<file path="src/rtl/btn_debounce_sync_if.sv">
// Button bundle between the pad conditioning stage and its consumer:
// raw pad levels in, debounced level and single-cycle press/release events out.
interface btn_debounce_sync_if #(
    parameter int N_BTN = 3
);
    logic [N_BTN-1:0] btn_raw;
    logic [N_BTN-1:0] btn_level;
    logic [N_BTN-1:0] btn_press;
    logic [N_BTN-1:0] btn_release;

    modport master (
        output btn_raw,
        input  btn_level,
        input  btn_press,
        input  btn_release
    );

    modport slave (
        input  btn_raw,
        output btn_level,
        output btn_press,
        output btn_release
    );
endinterface

</file>
<file path="src/rtl/btn_debounce_sync.sv">
// Per-button 2-FF synchroniser, counter-qualified debounce FSM and press/release pulses.
// Optional auto-repeat on held buttons is enabled by defining BTN_AUTOREPEAT_EN.
module btn_debounce_sync #(
    parameter int               N_BTN                = 3,
    parameter int               DEBOUNCE_CYCLES      = 250000,
    parameter int               CNT_W                = 18,
    parameter logic [N_BTN-1:0] REPEAT_MASK          = 3'b110,
    parameter int               REPEAT_DELAY_CYCLES  = 25000000,
    parameter int               REPEAT_PERIOD_CYCLES = 5000000,
    parameter int               RPT_W                = 25
) (
    input  logic                       clk,
    input  logic                       rst_n,
    input  logic                       ena,
    btn_debounce_sync_if.slave         btn_if
);

    typedef enum logic [1:0] {
        IDLE    = 2'd0,
        ARM_P   = 2'd1,
        PRESSED = 2'd2,
        ARM_R   = 2'd3
    } state_t;

    localparam logic [CNT_W-1:0] DB_LAST = CNT_W'(DEBOUNCE_CYCLES - 1);

    logic [N_BTN-1:0] meta_r;
    logic [N_BTN-1:0] sync_r;

    state_t           state_r [N_BTN];
    state_t           state_s [N_BTN];
    logic [CNT_W-1:0] cnt_r   [N_BTN];
    logic [CNT_W-1:0] cnt_s   [N_BTN];
    logic [N_BTN-1:0] level_r;
    logic [N_BTN-1:0] level_s;
    logic [N_BTN-1:0] press_r;
    logic [N_BTN-1:0] press_s;
    logic [N_BTN-1:0] release_r;
    logic [N_BTN-1:0] release_s;

`ifdef BTN_AUTOREPEAT_EN
    localparam logic [RPT_W-1:0] RPT_FIRST  = RPT_W'(REPEAT_DELAY_CYCLES - 1);
    localparam logic [RPT_W-1:0] RPT_RELOAD = RPT_W'(REPEAT_DELAY_CYCLES - REPEAT_PERIOD_CYCLES);

    logic [RPT_W-1:0] rpt_r [N_BTN];
    logic [RPT_W-1:0] rpt_s [N_BTN];
`else
    logic unused_rpt_cfg_s;
    assign unused_rpt_cfg_s = ^{REPEAT_MASK, 32'(REPEAT_DELAY_CYCLES),
                                32'(REPEAT_PERIOD_CYCLES), 32'(RPT_W)};
`endif

    // Two-stage synchroniser; it keeps sampling even while the block is disabled.
    always_ff @(posedge clk or negedge rst_n) begin
        if (!rst_n) begin
            meta_r <= {N_BTN{1'b0}};
            sync_r <= {N_BTN{1'b0}};
        end else begin
            meta_r <= btn_if.btn_raw;
            sync_r <= meta_r;
        end
    end

    // Next-state, counter and pulse logic for every channel.
    always_comb begin
        for (int i = 0; i < N_BTN; i++) begin
            state_s[i]   = state_r[i];
            cnt_s[i]     = cnt_r[i];
            level_s[i]   = level_r[i];
            press_s[i]   = 1'b0;
            release_s[i] = 1'b0;

            if (!ena) begin
                state_s[i] = IDLE;
                cnt_s[i]   = {CNT_W{1'b0}};
                level_s[i] = 1'b0;
            end else begin
                case (state_r[i])
                    IDLE: begin
                        level_s[i] = 1'b0;
                        cnt_s[i]   = {CNT_W{1'b0}};
                        if (sync_r[i]) begin
                            state_s[i] = ARM_P;
                        end else begin
                            state_s[i] = IDLE;
                        end
                    end
                    ARM_P: begin
                        if (!sync_r[i]) begin
                            state_s[i] = IDLE;
                            cnt_s[i]   = {CNT_W{1'b0}};
                        end else if (cnt_r[i] == DB_LAST) begin
                            state_s[i] = PRESSED;
                            cnt_s[i]   = {CNT_W{1'b0}};
                            press_s[i] = 1'b1;
                            level_s[i] = 1'b1;
                        end else begin
                            cnt_s[i] = cnt_r[i] + CNT_W'(1);
                        end
                    end
                    PRESSED: begin
                        level_s[i] = 1'b1;
                        cnt_s[i]   = {CNT_W{1'b0}};
                        if (!sync_r[i]) begin
                            state_s[i] = ARM_R;
                        end else begin
                            state_s[i] = PRESSED;
                        end
                    end
                    ARM_R: begin
                        // A level that returns high mid-qualification is treated as bounce.
                        if (sync_r[i]) begin
                            state_s[i] = PRESSED;
                            cnt_s[i]   = {CNT_W{1'b0}};
                        end else if (cnt_r[i] == DB_LAST) begin
                            state_s[i]   = IDLE;
                            cnt_s[i]     = {CNT_W{1'b0}};
                            release_s[i] = 1'b1;
                            level_s[i]   = 1'b0;
                        end else begin
                            cnt_s[i] = cnt_r[i] + CNT_W'(1);
                        end
                    end
                    default: begin
                        state_s[i] = IDLE;
                        cnt_s[i]   = {CNT_W{1'b0}};
                        level_s[i] = 1'b0;
                    end
                endcase
            end

`ifdef BTN_AUTOREPEAT_EN
            // Repeat timer runs across PRESSED and ARM_R dwell; a qualifying release wins.
            rpt_s[i] = {RPT_W{1'b0}};
            if (ena && REPEAT_MASK[i] && (state_s[i] != IDLE) &&
                ((state_r[i] == PRESSED) || (state_r[i] == ARM_R))) begin
                if (rpt_r[i] == RPT_FIRST) begin
                    rpt_s[i]   = RPT_RELOAD;
                    press_s[i] = 1'b1;
                end else begin
                    rpt_s[i] = rpt_r[i] + RPT_W'(1);
                end
            end else begin
                rpt_s[i] = {RPT_W{1'b0}};
            end
`endif
        end
    end

    // State, counter and registered output flops.
    always_ff @(posedge clk or negedge rst_n) begin
        if (!rst_n) begin
            for (int i = 0; i < N_BTN; i++) begin
                state_r[i] <= IDLE;
                cnt_r[i]   <= {CNT_W{1'b0}};
`ifdef BTN_AUTOREPEAT_EN
                rpt_r[i]   <= {RPT_W{1'b0}};
`endif
            end
            level_r   <= {N_BTN{1'b0}};
            press_r   <= {N_BTN{1'b0}};
            release_r <= {N_BTN{1'b0}};
        end else begin
            for (int i = 0; i < N_BTN; i++) begin
                state_r[i] <= state_s[i];
                cnt_r[i]   <= cnt_s[i];
`ifdef BTN_AUTOREPEAT_EN
                rpt_r[i]   <= rpt_s[i];
`endif
            end
            level_r   <= level_s;
            press_r   <= press_s;
            release_r <= release_s;
        end
    end

    assign btn_if.btn_level   = level_r;
    assign btn_if.btn_press   = press_r;
    assign btn_if.btn_release = release_r;

endmodule
</file>
<file path="src/flat_wrapper.sv">
// flat-port wrapper written by rule: the top's interface ports become plain ports
module btn_debounce_sync_flat 
#(
    parameter int               N_BTN                = 3,
    parameter int               DEBOUNCE_CYCLES      = 250000,
    parameter int               CNT_W                = 18,
    parameter logic [N_BTN-1:0] REPEAT_MASK          = 3'b110,
    parameter int               REPEAT_DELAY_CYCLES  = 25000000,
    parameter int               REPEAT_PERIOD_CYCLES = 5000000,
    parameter int               RPT_W                = 25
)
  (clk, rst_n, ena, btn_if_btn_raw, btn_if_btn_level, btn_if_btn_press, btn_if_btn_release);
  btn_debounce_sync_if #(.N_BTN(N_BTN)) btn_if_i ();
  input  logic clk;
  input  logic rst_n;
  input  logic ena;
  input wire logic [$bits(btn_if_i.btn_raw)-1:0] btn_if_btn_raw;
  output wire logic [$bits(btn_if_i.btn_level)-1:0] btn_if_btn_level;
  output wire logic [$bits(btn_if_i.btn_press)-1:0] btn_if_btn_press;
  output wire logic [$bits(btn_if_i.btn_release)-1:0] btn_if_btn_release;
  assign btn_if_i.btn_raw = btn_if_btn_raw;
  assign btn_if_btn_level = btn_if_i.btn_level;
  assign btn_if_btn_press = btn_if_i.btn_press;
  assign btn_if_btn_release = btn_if_i.btn_release;
  btn_debounce_sync #(.N_BTN(N_BTN), .DEBOUNCE_CYCLES(DEBOUNCE_CYCLES), .CNT_W(CNT_W), .REPEAT_MASK(REPEAT_MASK), .REPEAT_DELAY_CYCLES(REPEAT_DELAY_CYCLES), .REPEAT_PERIOD_CYCLES(REPEAT_PERIOD_CYCLES), .RPT_W(RPT_W)) u_core (.clk(clk), .rst_n(rst_n), .ena(ena), .btn_if(btn_if_i));
endmodule
</file>
<file path="config.mk">
export PLATFORM = sky130hd
export DESIGN_NAME = btn_debounce_sync_flat
export DESIGN_NICKNAME = d
export VERILOG_FILES = /design/src/rtl/btn_debounce_sync_if.sv /design/src/rtl/btn_debounce_sync.sv /design/src/flat_wrapper.sv
export SDC_FILE = /design/constraint.sdc
export NUM_CORES = 1
export LEC_CHECK = 0
export BUFFER_PORTS_ARGS = -buffer_cell sky130_fd_sc_hd__buf_2
export CORE_MARGIN = 5
export CORE_UTILIZATION = 40
export DETAILED_ROUTE_END_ITERATION = 12
export SLEW_MARGIN = 40
export SYNTH_ARGS = -nofsm -noshare
export SYNTH_HDL_FRONTEND = slang
export SYNTH_SLANG_ARGS = --single-unit
</file>
<file path="constraint.sdc">
create_clock -name clk -period 3 [get_ports clk]
set_input_delay 0.9 -clock clk [delete_from_list [all_inputs] [get_ports clk]]
set_output_delay 0.9 -clock clk [all_outputs]
set_load 0.02 [all_outputs]
</file>
# Yosys cells after proc, flatten, opt, wreduce, memory -nomap -nowiden
# Cells that the tools add are included.
[totals] reg_bits=75 inputBits=6 out_inout_bits=9 elab_cells=136
[op_classes] n_addsub=3 eq_ne=30 muxes=78 n_reduce_logical=12
[ops] op="$mux W18" count=12
[ops] op="$pmux W18 S3" count=3
[ops] op="$add A18 B1 Y18 const B" count=3
[ops] op="$eq A18 B18 Y1 const B" count=3
[ops] op="$mux W1" count=42
[ops] op="$mux W2" count=15
[ops] op="$ne A3 B2 Y1 const B" count=9
[ops] op="$pmux W2 S4" count=3
[ops] op="$eq A2 B2 Y1 const B" count=6
[ops] op="$ne A4 B2 Y1 const B" count=3
[ops] op="$ne A4 B4 Y1 const B" count=3
[ops] op="$pmux W1 S4" count=3
[ops] op="$reduce_and A4 Y1" count=3
[ops] op="$ne A3 B3 Y1 const B" count=3
[ops] op="$eq A2 B1 Y1 const B" count=3
[ops] op="$logic_not A2 Y1" count=3
[ops] op="$reduce_and A2 Y1" count=3
[ops] op="$reduce_or A2 Y1" count=3

# Logic depth before layout (Yosys ltp)
# Gate-level depths: netlist of run 1.
[logic_depth] depth_word=5 ltp_mapped=8 mapped_depth_nobuf=6

# Worst setup path after synthesis of run 1
# No wires, ideal clock.
[synth_timing] path_type="register -> register" startpoint="register u_core.cnt_r[0] (netlist name)" endpoint="register u_core.cnt_r[11] (netlist name)" setup_ps=119 t_arrival_ps=1688 t_required_ps=2881 slack_ps=1192 path_stages_with_launch=7 path_buffers=1 period_less_slack_ps=1808 path_cell_list="dfrtp_1 ha_1 nand3_2 or4_4 o21ai_4 buf_12 nor2_2"
[synth_lines] item="start, declared" line="btn_debounce_sync.sv:32" rtl="logic [CNT_W-1:0] cnt_r [N_BTN];"
[synth_lines] item="start signal, assigned by index" line="btn_debounce_sync.sv:155" rtl="cnt_r[i] <= {CNT_W{1'b0}};"
[synth_lines] item="start signal, assigned by index" line="btn_debounce_sync.sv:166" rtl="cnt_r[i] <= cnt_s[i];"

==> impl_metrics.json, run 1 <==
{
  "synth-seq-area-share_pct": 45.5,
  "core_mm2": 0.0102,
  "globalplace.congestion": 0.796,
  "ys_ff_latch": 75,
  "syn_inst": 422,
  "area_delta_synth_final_pct": 8.42,
  "grt_pass1_wl_um": 14500,
  "drive_above_1_share_pct": 12.0,
  "worstPathArrival_ns": 2.32,
  "stdcell_area_mm2": 0.00448,
  "maxCapViolCount": 0,
  "finalHoldViolCount": 0,
  "insertion_delay_ns": 0.35,
  "yosys_warnings": 0,
  "grt_max_degree": 45,
  "ir_drop_mv": 0.210,
  "slew_viol_final": 0,
  "wirelength_um": 7970,
  "first_global_vias": 3100,
  "cts_resized": 0,
  "tightest_slew_ns": 0.658,
  "power_leakage_nw": 1.80,
  "ys_async_sr_fraction_pct": 100,
  "cellPowerDensity_mw_per_mm2": 429,
  "cp-start-kind": "flop",
  "p_seq_share_pct": 55.2,
  "vias_per_cell": 5.31,
  "vias": 3060,
  "timing.setup.tns_ns": 0,
  "rsz0062_at_grt": "false",
  "synth.avg_cell_area_um2": 9.78,
  "crit_path_end_kind": "flop",
  "drtPass1Iterations": 4,
  "port_buffers": 14,
  "ys_types": 55,
  "clkSinkCount": 75,
  "cts_setup_buffers": 0,
  "p_int_mw": 1.42,
  "n_antenna_cell": 0,
  "synth_area_leader_cell": "dfrtp_1",
  "num_rows": 37,
  "placed_cell_area_mm2": 0.00431,
  "fin_worst_skew_ns": 0.0111,
  "synth_edf_count": 0,
  "synth_flop_cell": "dfrtp_1",
  "p_comb_share_pct": 9.0,
  "setup_ws_ns": 0.883,
  "nets": 460,
  "grt_use_total_pct": 13.8,
  "cts_tree": "yes",
  "period_share_pct": 70.6,
  "io_pins": 15,
  "clockBufferDepth": 2,
  "crit_type": "reg2reg",
  "holdWs_ns": 0.347,
  "ctsHoldBuffers": 0,
  "placement.setup.worst_slack_ns": 0.801,
  "final_antenna_net_count": 0,
  "die_h_um": 112,
  "drt_iter0_drc": 156,
  "p_sw_uw": 503,
  "syn-cell-area_mm2": 0.00413,
  "numCtsBuffers": 9,
  "antenna_found_initial": 0,
  "utilization_pct": 44.0,
  "dpl.hpwl_um": 5520,
  "die_w_um": 112,
  "wire_per_inst_um": 13.8,
  "status": "finished, final reports clean",
  "hp-class": "reg2reg",
  "clk_pin_slew_ns": 0.08,
  "die-area_mm2": 0.0125,
  "r2r_slack_ns": 0.88,
  "synth.area.top_cells": "dfrtp_1 45%, ha_1 5.5%, xor2_1 4.0%",
  "fmax_mhz": 472,
  "start_util_pct": 40.5,
  "swShare_pct": 26.2,
  "synth_top_cell_area_share_pct": 45.5,
  "cts_root_buf": "clkbuf_8",
  "setup_violations": 0,
  "relSlewSlack_pct": 55.7,
  "crit_required_ns": 3.20,
  "critPathMaxFanout": 17,
  "route.detailed.drc": 0,
  "htree_num_levels": 3,
  "clock_power_share_pct": 35.8,
  "synthesis.nets": 446,
  "post-route-min-period_ns": 2.12,
  "globalRouteOverflowTotal": 0
}
per-stage QoR:
stage | std cells | power, mW
2_1_floorplan | 422 | 1.20
3_3_place_gp | 561 | 1.25
3_5_place_dp | 561 | 1.25
4_1_cts | 576 | 1.96
5_1_grt | 576 | 2.02
6_report | 576 | 1.92
path summary, 6_finish.rpt:
kind | start | to | depth (start not counted)
setup / recovery | u_core.cnt_r[36] | u_core.cnt_r[44] | 5
hold / removal | u_core.meta_r[2] | u_core.sync_r[2] | 0
setup reg to reg | u_core.cnt_r[36] | u_core.cnt_r[44] | 5
hold reg to reg | u_core.meta_r[2] | u_core.sync_r[2] | 0
max in group asynchronous | rst_n | u_core.meta_r[0] | 2
min in group asynchronous | rst_n | u_core.cnt_r[9] | 1
synth_stat cells (2+ instances only):
cell type and count:
a211oi_1 5, a21o_1 3, a21oi_1 24, a31o_2 2, and2_1 7, and3_1 5, and4_1 8, and4b_1 3
buf_2 3, buf_6 2, clkbuf_1 5, dfrtp_1 75, ha_1 18, inv_1 13, mux2i_1 6, nand2_1 36
nand2b_1 3, nand3_1 20, nand3_2 2, nand4_1 9, nor2_1 37, nor2_2 10, nor3_1 10, nor3b_1 2
nor4_1 8, o21a_1 3, o21ai_0 18, o31a_1 3, o31ai_1 9, or2_1 2, or3_1 7, or4_1 10
xnor2_1 14, xor2_1 19
cell usage in the layout, fill, tap and decap left out, drive strengths merged, types with 2 or more instances in the layout:
cell type  netlist  layout
nand3           22      22
or2              3       3
a211oi           5       5
nor3b            2       2
o21ai           19      19
xor2            19      19
buf              7      15
ha              18      18
nor4             8       8
nand2b           3       3
or4             11      11
o31a             3       3
nor2            48      48
or3              7       7
mux2i            6       6
clkinv           0       4
and4            10      10
a21o             3       3
nand2           36      36
and4b            3       3
and2             8       8
nand4           11      11
inv             13      13
dfrtp           75      75
and3             6       6
nor3            10      10
clkbuf           5      11
o31ai            9       9
a21oi           24      24
o21a             3       3
or3b             2       2
xnor2           14      14
o311ai           2       2
a31o             2       2
cell families (layout without fill, tap and decap cells):
kind of cell | after synthesis | in the layout | synth area share, %
xor gates and xnor gates | 33 | 33 | 7.00
buffers and inverters | 25 | 43 | 3.21
adders and majority gates | 18 | 18 | 5.45
DFF | 75 | 75 | 45.5
and+or+nand+nor | 193 | 193 | 26.4
AOI/OAI and AO/OA | 72 | 72 | 11.0
muxes | 6 | 6 | 1.45
flip-flops by register name, summed over array words and instances (netlist names):
signal                     count
u_core.cnt_r                  54
u_core.btn_if.btn_press        3
u_core.btn_if.btn_level        3
u_core.sync_r                  3
u_core.state_r                 6
u_core.meta_r                  3
u_core.btn_if.btn_release      3
worst max-delay path, stage by stage (launching register included):
cell     delay [ns]
dfrtp_1        0.39
ha_1           0.23
nand3_1        0.13
nor3_1         0.55
a21o_1         0.56
nor2_1         0.11
cell type report:
type	instances	area [um2]
clock buffer	11	141
clock inverter	4	27.5
fill	999	5710
inverter	13	48.8
multi-input combinational	322	2120
sequential	75	1880
tap	136	170
timing repair buffer	15	92.6
power groups by stage:
stage	clock network, mW	registers (mW)	logic (mW)
6_report	0.688	1.06	0.173
3_5_place_dp	0	1.08	0.176
4_1_cts	0.719	1.06	0.177
5_1_grt	0.755	1.06	0.202
3_3_place_gp	0	1.08	0.172
2_1_floorplan	0	1.08	0.118
metal layers:
| metal | vias up | part of all wire, % | track usage, % |
|---|---|---|---|
| li1 | 1534 | - | - |
| met1 | 1485 | 49 | 18.3 |
| met2 | 34 | 47 | 22.4 |
| met3 | 7 | 3.2 | 3.97 |
| met4 | 0 | 0.97 | 3.24 |
| met5 | - | 0 | 0 |
Power figures use the tool's default switching activity.
==> run 2, diff against run 1 <==
clock period = 1.8 ns   (was 3 ns; I/O delays follow)
==> run 2 against run 1 <==
Maximum frequency increased by 21%. First-iteration DRC count is 5.8% lower. Sequential power is 66% higher. Critical endpoint is now u_core.cnt_r[16]. Largest cell class unchanged.
==> impl_metrics.json, run 2 (synthesized netlist as in run 1, its figures left out) <==
{
  "crit_path_end_kind": "flop",
  "setup_ws_ns": 0.0491,
  "largest_reg_flops": 54,
  "worst-path-buf-inv": 0,
  "slowest_stage": "or4_4",
  "die-area_mm2": 0.0125,
  "cts_tree": "yes",
  "utilization_pct": 48.1,
  "max_flop_register": "u_core.cnt_r",
  "relSlewSlack_pct": 77.1,
  "crit_type": "reg2reg",
  "crit_path_cell_trace": "ha_4 -> and3_4 -> nand4_1 -> or4_4 -> a21oi_2",
  "hp-class": "in2async",
  "grt_use_total_pct": 14.2,
  "r2r_cells": 5,
  "drive_above_1_share_pct": 21.7,
  "antenna_found_initial": 0,
  "setup_violations": 0,
  "numCtsBuffers": 9,
  "drtPass1Iterations": 4,
  "finalHoldViolCount": 0,
  "wire_per_inst_um": 13.8,
  "grt_max_degree": 34,
  "slew_viol_final": 0,
  "met2WireLength_um": 4110,
  "highest_layer": "met4",
  "reg_top3": "u_core.cnt_r x54, u_core.state_r x6",
  "clk_pin_slew_ns": 0.08,
  "n_antenna_cell": 0,
  "timing.setup.tns_ns": 0,
  "critPathMaxFanout": 4,
  "area_delta_synth_final_pct": 18.7,
  "final_common_cell": "dfrtp_1",
  "ir_drop_mv": 0.303,
  "nets": 493,
  "fmax_mhz": 571,
  "cellPowerDensity_mw_per_mm2": 745,
  "die_w_um": 112,
  "period_share_pct": 97.3,
  "crit_family": "simple AND/OR/NAND/NOR gates",
  "layout_common_cells": "73 x dfrtp_1, 37 x nor2_1, 36 x nand2_1, 31 x buf_4, 21 x a21oi_1",
  "io_pins": 15,
  "post-route-min-period_ns": 1.75,
  "r2r_start": "u_core.cnt_r[1]",
  "crit_required_ns": 2.08,
  "first_global_vias": 3189,
  "nFillCells": 964,
  "port_buffers": 14,
  "place_inst": 588,
  "met3_length_um": 184,
  "maxCapViolCount": 0,
  "ctsHoldBuffers": 0,
  "globalRouteOverflowTotal": 0,
  "num_rows": 37,
  "drt_iter0_drc": 147,
  "stdcell_area_mm2": 0.00490,
  "reg2reg_to": "u_core.cnt_r[16]",
  "htree_num_levels": 3,
  "globalplace.congestion": 0.824,
  "clockBufferDepth": 2,
  "worstPathArrival_ns": 2.03,
  "final_antenna_net_count": 0,
  "grt_pass1_wl_um": 14800,
  "clkSinkCount": 75,
  "met1_length_um": 4020,
  "r2r_slack_ns": 0.05,
  "crit_path_max_incr_delay_ns": 0.56,
  "vias_per_cell": 5.32,
  "status": "finished, final reports clean",
  "power_leakage_nw": 2.00,
  "cp-start-kind": "flop",
  "placed_cell_area_mm2": 0.00455,
  "finalNonFillerCells": 610,
  "fin_worst_skew_ns": 0.0100,
  "route.detailed.drc": 0,
  "core_mm2": 0.0102,
  "start_util_pct": 40.5,
  "tightest_slew_ns": 0.344,
  "insertion_delay_ns": 0.35,
  "placement.setup.worst_slack_ns": 0.0327,
  "dpl.hpwl_um": 5990,
  "wirelength_um": 8440,
  "die_h_um": 112,
  "cts_root_buf": "clkbuf_8",
  "vias": 3245
}
==> run 2: changes by cell type in the layout (fill, tap and decap cells not counted), sizes merged <==
cell and delta:
clkbuf +2, buf +33, bufinv +2, clkinvlp +1, clkinv -4
==> run 2: worst max-delay path by stage <==
stage / cells after the start / from / end / slack (ns)
2_1_floorplan: 6 / u_core.cnt_r[0] / u_core.cnt_r[11] / 0.02
3_3_place_gp: 7 / u_core.state_r[1] / u_core.cnt_r[14] / 0.07
3_5_place_dp: 6 / u_core.state_r[0] / u_core.cnt_r[16] / 0.03
4_1_cts: 7 / u_core.state_r[1] / u_core.cnt_r[13] / 0.001
5_1_grt: 6 / u_core.state_r[1] / u_core.btn_if.btn_level[2] / -0.001
6_report: 5 / u_core.cnt_r[1] / u_core.cnt_r[16] / 0.05
==> run 2: cell type report <==
type / count / area (um2) / share of cell area [%]
Multi-Input combinational cell: 322 / 2180 / 44.5
Sequential cell: 75 / 1880 / 38.3
Timing Repair Buffer: 48 / 378 / 7.71
Clock buffer: 13 / 179 / 3.65
Clock inverter: 3 / 67.6 / 1.38
Tap cell: 136 / 170 / 3.47
Inverter: 13 / 48.8 / 0.995
==> run 2: worst register-to-register path, cell delays in order (launching register included) <==
cell and delay [ns]:
dfrtp_1 0.42, ha_4 0.17, and3_4 0.20, nand4_1 0.18
or4_4 0.56, a21oi_2 0.14
==> run 2: metrics by stage <==
step           hold slack [ns]  power [mW]
6_report                0.0942        3.65
5_1_grt                  0.101        3.83
4_1_cts                 0.0884        3.69
3_5_place_dp             0.337        2.13
3_3_place_gp             0.333        2.11
2_1_floorplan            0.244        1.99
==> run 2: report_power, final <==
group	internal, mW	switching (mW)	total [mW]
Sequential	1.72	0.0440	1.76
Combinational	0.144	0.192	0.336
Clock	0.933	0.619	1.55
==> run 2: per-layer routing <==
metal  global-route usage, %  vias to the layer above
met2                    24.0                       39
li1                        -                     1600
met3                    2.50                       11
met4                    5.68                        0
met5                       0                        -
met1                    18.1                     1595
==> run 2: repair_timing <==
action | 4_1_cts | 5_1_grt
gates resized for setup | 0 | 18
setup buffers | 0 | 6
setup endpoints to repair | 0 | 23
==> run 3, diff against run 2 <==
==> constraint.sdc (replaced) <==
create_clock -name clk -period 1.8 [get_ports clk]
set_input_delay 0.18 -clock clk [delete_from_list [all_inputs] [get_ports clk]]
set_output_delay 0.18 -clock clk [all_outputs]
set_load 0.02 [all_outputs]
==> run 3 against run 2 <==
Power shrank 9.9%. Maximum frequency fell by 0.82%. Design area down 2.4%. Count of clock-buffer cells in the layout unchanged. Die area did not move. Register-to-register slack hardly changed. Clock power fell by 23%. Flip-flop and latch count did not move. Combinational power decreased by 1%. Worst setup slack got worse by 0.014 ns. Critical path depth rose by 1. Sequential share of layout area increased by 0.92 points. Critical path type unchanged. Critical endpoint is now u_core.cnt_r[15]. Largest cell class unchanged.
==> impl_metrics.json, run 3 (synthesized netlist as in run 1, its figures left out) <==
{
  "max_flop_register": "u_core.cnt_r",
  "reg_top3": "u_core.cnt_r x54, u_core.state_r x6",
  "r2r_cells": 6,
  "timing.setup.tns_ns": 0,
  "critPathMaxFanout": 16,
  "io_pins": 15,
  "cts_tree": "yes",
  "core_mm2": 0.0102,
  "n_antenna_cell": 0,
  "placement.setup.worst_slack_ns": 0.0400,
  "tightest_slew_ns": 0.462,
  "status": "finished, final reports clean",
  "place_inst": 586,
  "numCtsBuffers": 9,
  "slew_viol_final": 0,
  "largest_reg_flops": 54,
  "htree_num_levels": 3,
  "insertion_delay_ns": 0.35,
  "first_global_vias": 3220,
  "nets": 491,
  "cp-start-kind": "flop",
  "reg2reg_to": "u_core.cnt_r[15]",
  "final_antenna_net_count": 0,
  "rsz0062_at_grt": "true",
  "finalNonFillerCells": 607,
  "utilization_pct": 47.0,
  "min_path_cells": 3,
  "min_from": "ena",
  "cellPowerDensity_mw_per_mm2": 688,
  "drtPass1Iterations": 4,
  "port_buffers": 14,
  "nFillCells": 978,
  "ir_drop_mv": 0.287,
  "p_sw_uw": 823,
  "die_w_um": 112,
  "cts_root_buf": "clkbuf_8",
  "r2r_start": "u_core.cnt_r[1]",
  "num_rows": 37,
  "crit_path_max_incr_delay_ns": 0.57,
  "crit_required_ns": 2.03,
  "fmax_mhz": 566,
  "setup_ws_ns": 0.0346,
  "finalHoldViolCount": 0,
  "final_common_cell": "dfrtp_1",
  "start_util_pct": 40.5,
  "maxCapViolCount": 0,
  "r2r_slack_ns": 0.03,
  "fin_worst_skew_ns": 0.0102,
  "p_comb_share_pct": 10.1,
  "setup_violations": 0,
  "power_leakage_nw": 1.96,
  "vias_per_cell": 5.30,
  "dpl.hpwl_um": 5880,
  "vias": 3220,
  "slowest_stage": "or4_4",
  "grt_max_degree": 34,
  "min_to": "u_core.btn_if.btn_press[2]",
  "grt_pass1_wl_um": 15000,
  "grt_use_total_pct": 14.4,
  "crit_path_cell_trace": "ha_2 -> nand3_2 -> or4_4 -> o21ai_4 -> buf_12 -> a21oi_1",
  "clk_pin_slew_ns": 0.08,
  "antenna_found_initial": 0,
  "crit_path_end_kind": "flop",
  "clock_power_share_pct": 36.3,
  "crit_type": "reg2reg",
  "layout_common_cells": "74 x dfrtp_1, 37 x nor2_1, 36 x nand2_1, 26 x buf_4, 23 x a21oi_1",
  "clkSinkCount": 75,
  "globalRouteOverflowTotal": 0,
  "holdWs_ns": 0.290,
  "drive_above_1_share_pct": 18.5,
  "route.detailed.drc": 0,
  "p_int_mw": 2.47,
  "drt_iter0_drc": 165,
  "worstPathArrival_ns": 1.99,
  "period_share_pct": 98.1,
  "globalplace.congestion": 0.840,
  "relSlewSlack_pct": 69.2,
  "p_seq_share_pct": 53.6,
  "swShare_pct": 25.0,
  "clockBufferDepth": 2,
  "die-area_mm2": 0.0125,
  "post-route-min-period_ns": 1.77,
  "wirelength_um": 8370,
  "wire_per_inst_um": 13.8,
  "hp-class": "in2reg",
  "area_delta_synth_final_pct": 15.9,
  "die_h_um": 112
}
run 3: worst max path at each step:
stage | to | depth (start not counted) | startpoint | slack (ns)
floorplan | u_core.cnt_r[11] | 6 | u_core.cnt_r[0] | 0.02
global placement | u_core.cnt_r[16] | 6 | u_core.state_r[0] | 0.09
detailed placement | u_core.state_r[1] | 7 | u_core.cnt_r[1] | 0.04
CTS | u_core.cnt_r[15] | 6 | u_core.state_r[0] | 0.02
global route | u_core.cnt_r[15] | 6 | u_core.cnt_r[1] | -0.04
finish | u_core.cnt_r[15] | 6 | u_core.cnt_r[1] | 0.03
run 3: power groups by stage:
stage | sequential (mW) | combinational (mW) | clock (mW)
floorplan | 1.80 | 0.196 | 0
detailed placement | 1.80 | 0.320 | 0
finish | 1.76 | 0.332 | 1.20
global placement | 1.79 | 0.315 | 0
global route | 1.77 | 0.382 | 1.32
CTS | 1.76 | 0.330 | 1.24
run 3: through the flow:
stage	total power [mW]	area (um2)
detailed placement	2.12	4520
CTS	3.34	4740
floorplan	1.99	4130
global placement	2.11	4520
finish	3.29	4780
global route	3.47	4780
run 3: what timing repair did:
action,CTS,global route
hold endpoints to repair,34,0
hold buffers,4,0
setup buffers,0,2
endpoints found under the setup margin,0,38
resized for setup,0,7
run 3: cell type report:
type | instances | area [um2] | area share, %
flip-flops and latches | 75 | 1880 | 39.3
clock inverters | 2 | 10.0 | 0.209
clock buffers | 13 | 169 | 3.53
multi-input cells | 322 | 2150 | 44.9
well taps | 136 | 170 | 3.56
inverters | 13 | 48.8 | 1.02
repair buffers | 46 | 360 | 7.53
run 3: metal layers:
layer	share of wire [%]	GRT usage (%)	vias to the layer above	wire length, um
met5	0	0	-	0
met4	1.3	4.87	0	107
met3	2.5	3.10	9	213
met2	48	23.5	33	4040
met1	48	19.0	1581	4020
li1	-	-	1597	-
run 3: worst max-delay path, delay by kind of cell, from the launching register on:
family / cells / cell delay [ns]
AND/OR/NAND/NOR: 2 / 0.65
flip-flops: 1 / 0.37
AO/OA/AOI/OAI: 2 / 0.23
adder cells (fa/ha/maj): 1 / 0.21
buffers and inverters: 1 / 0.17
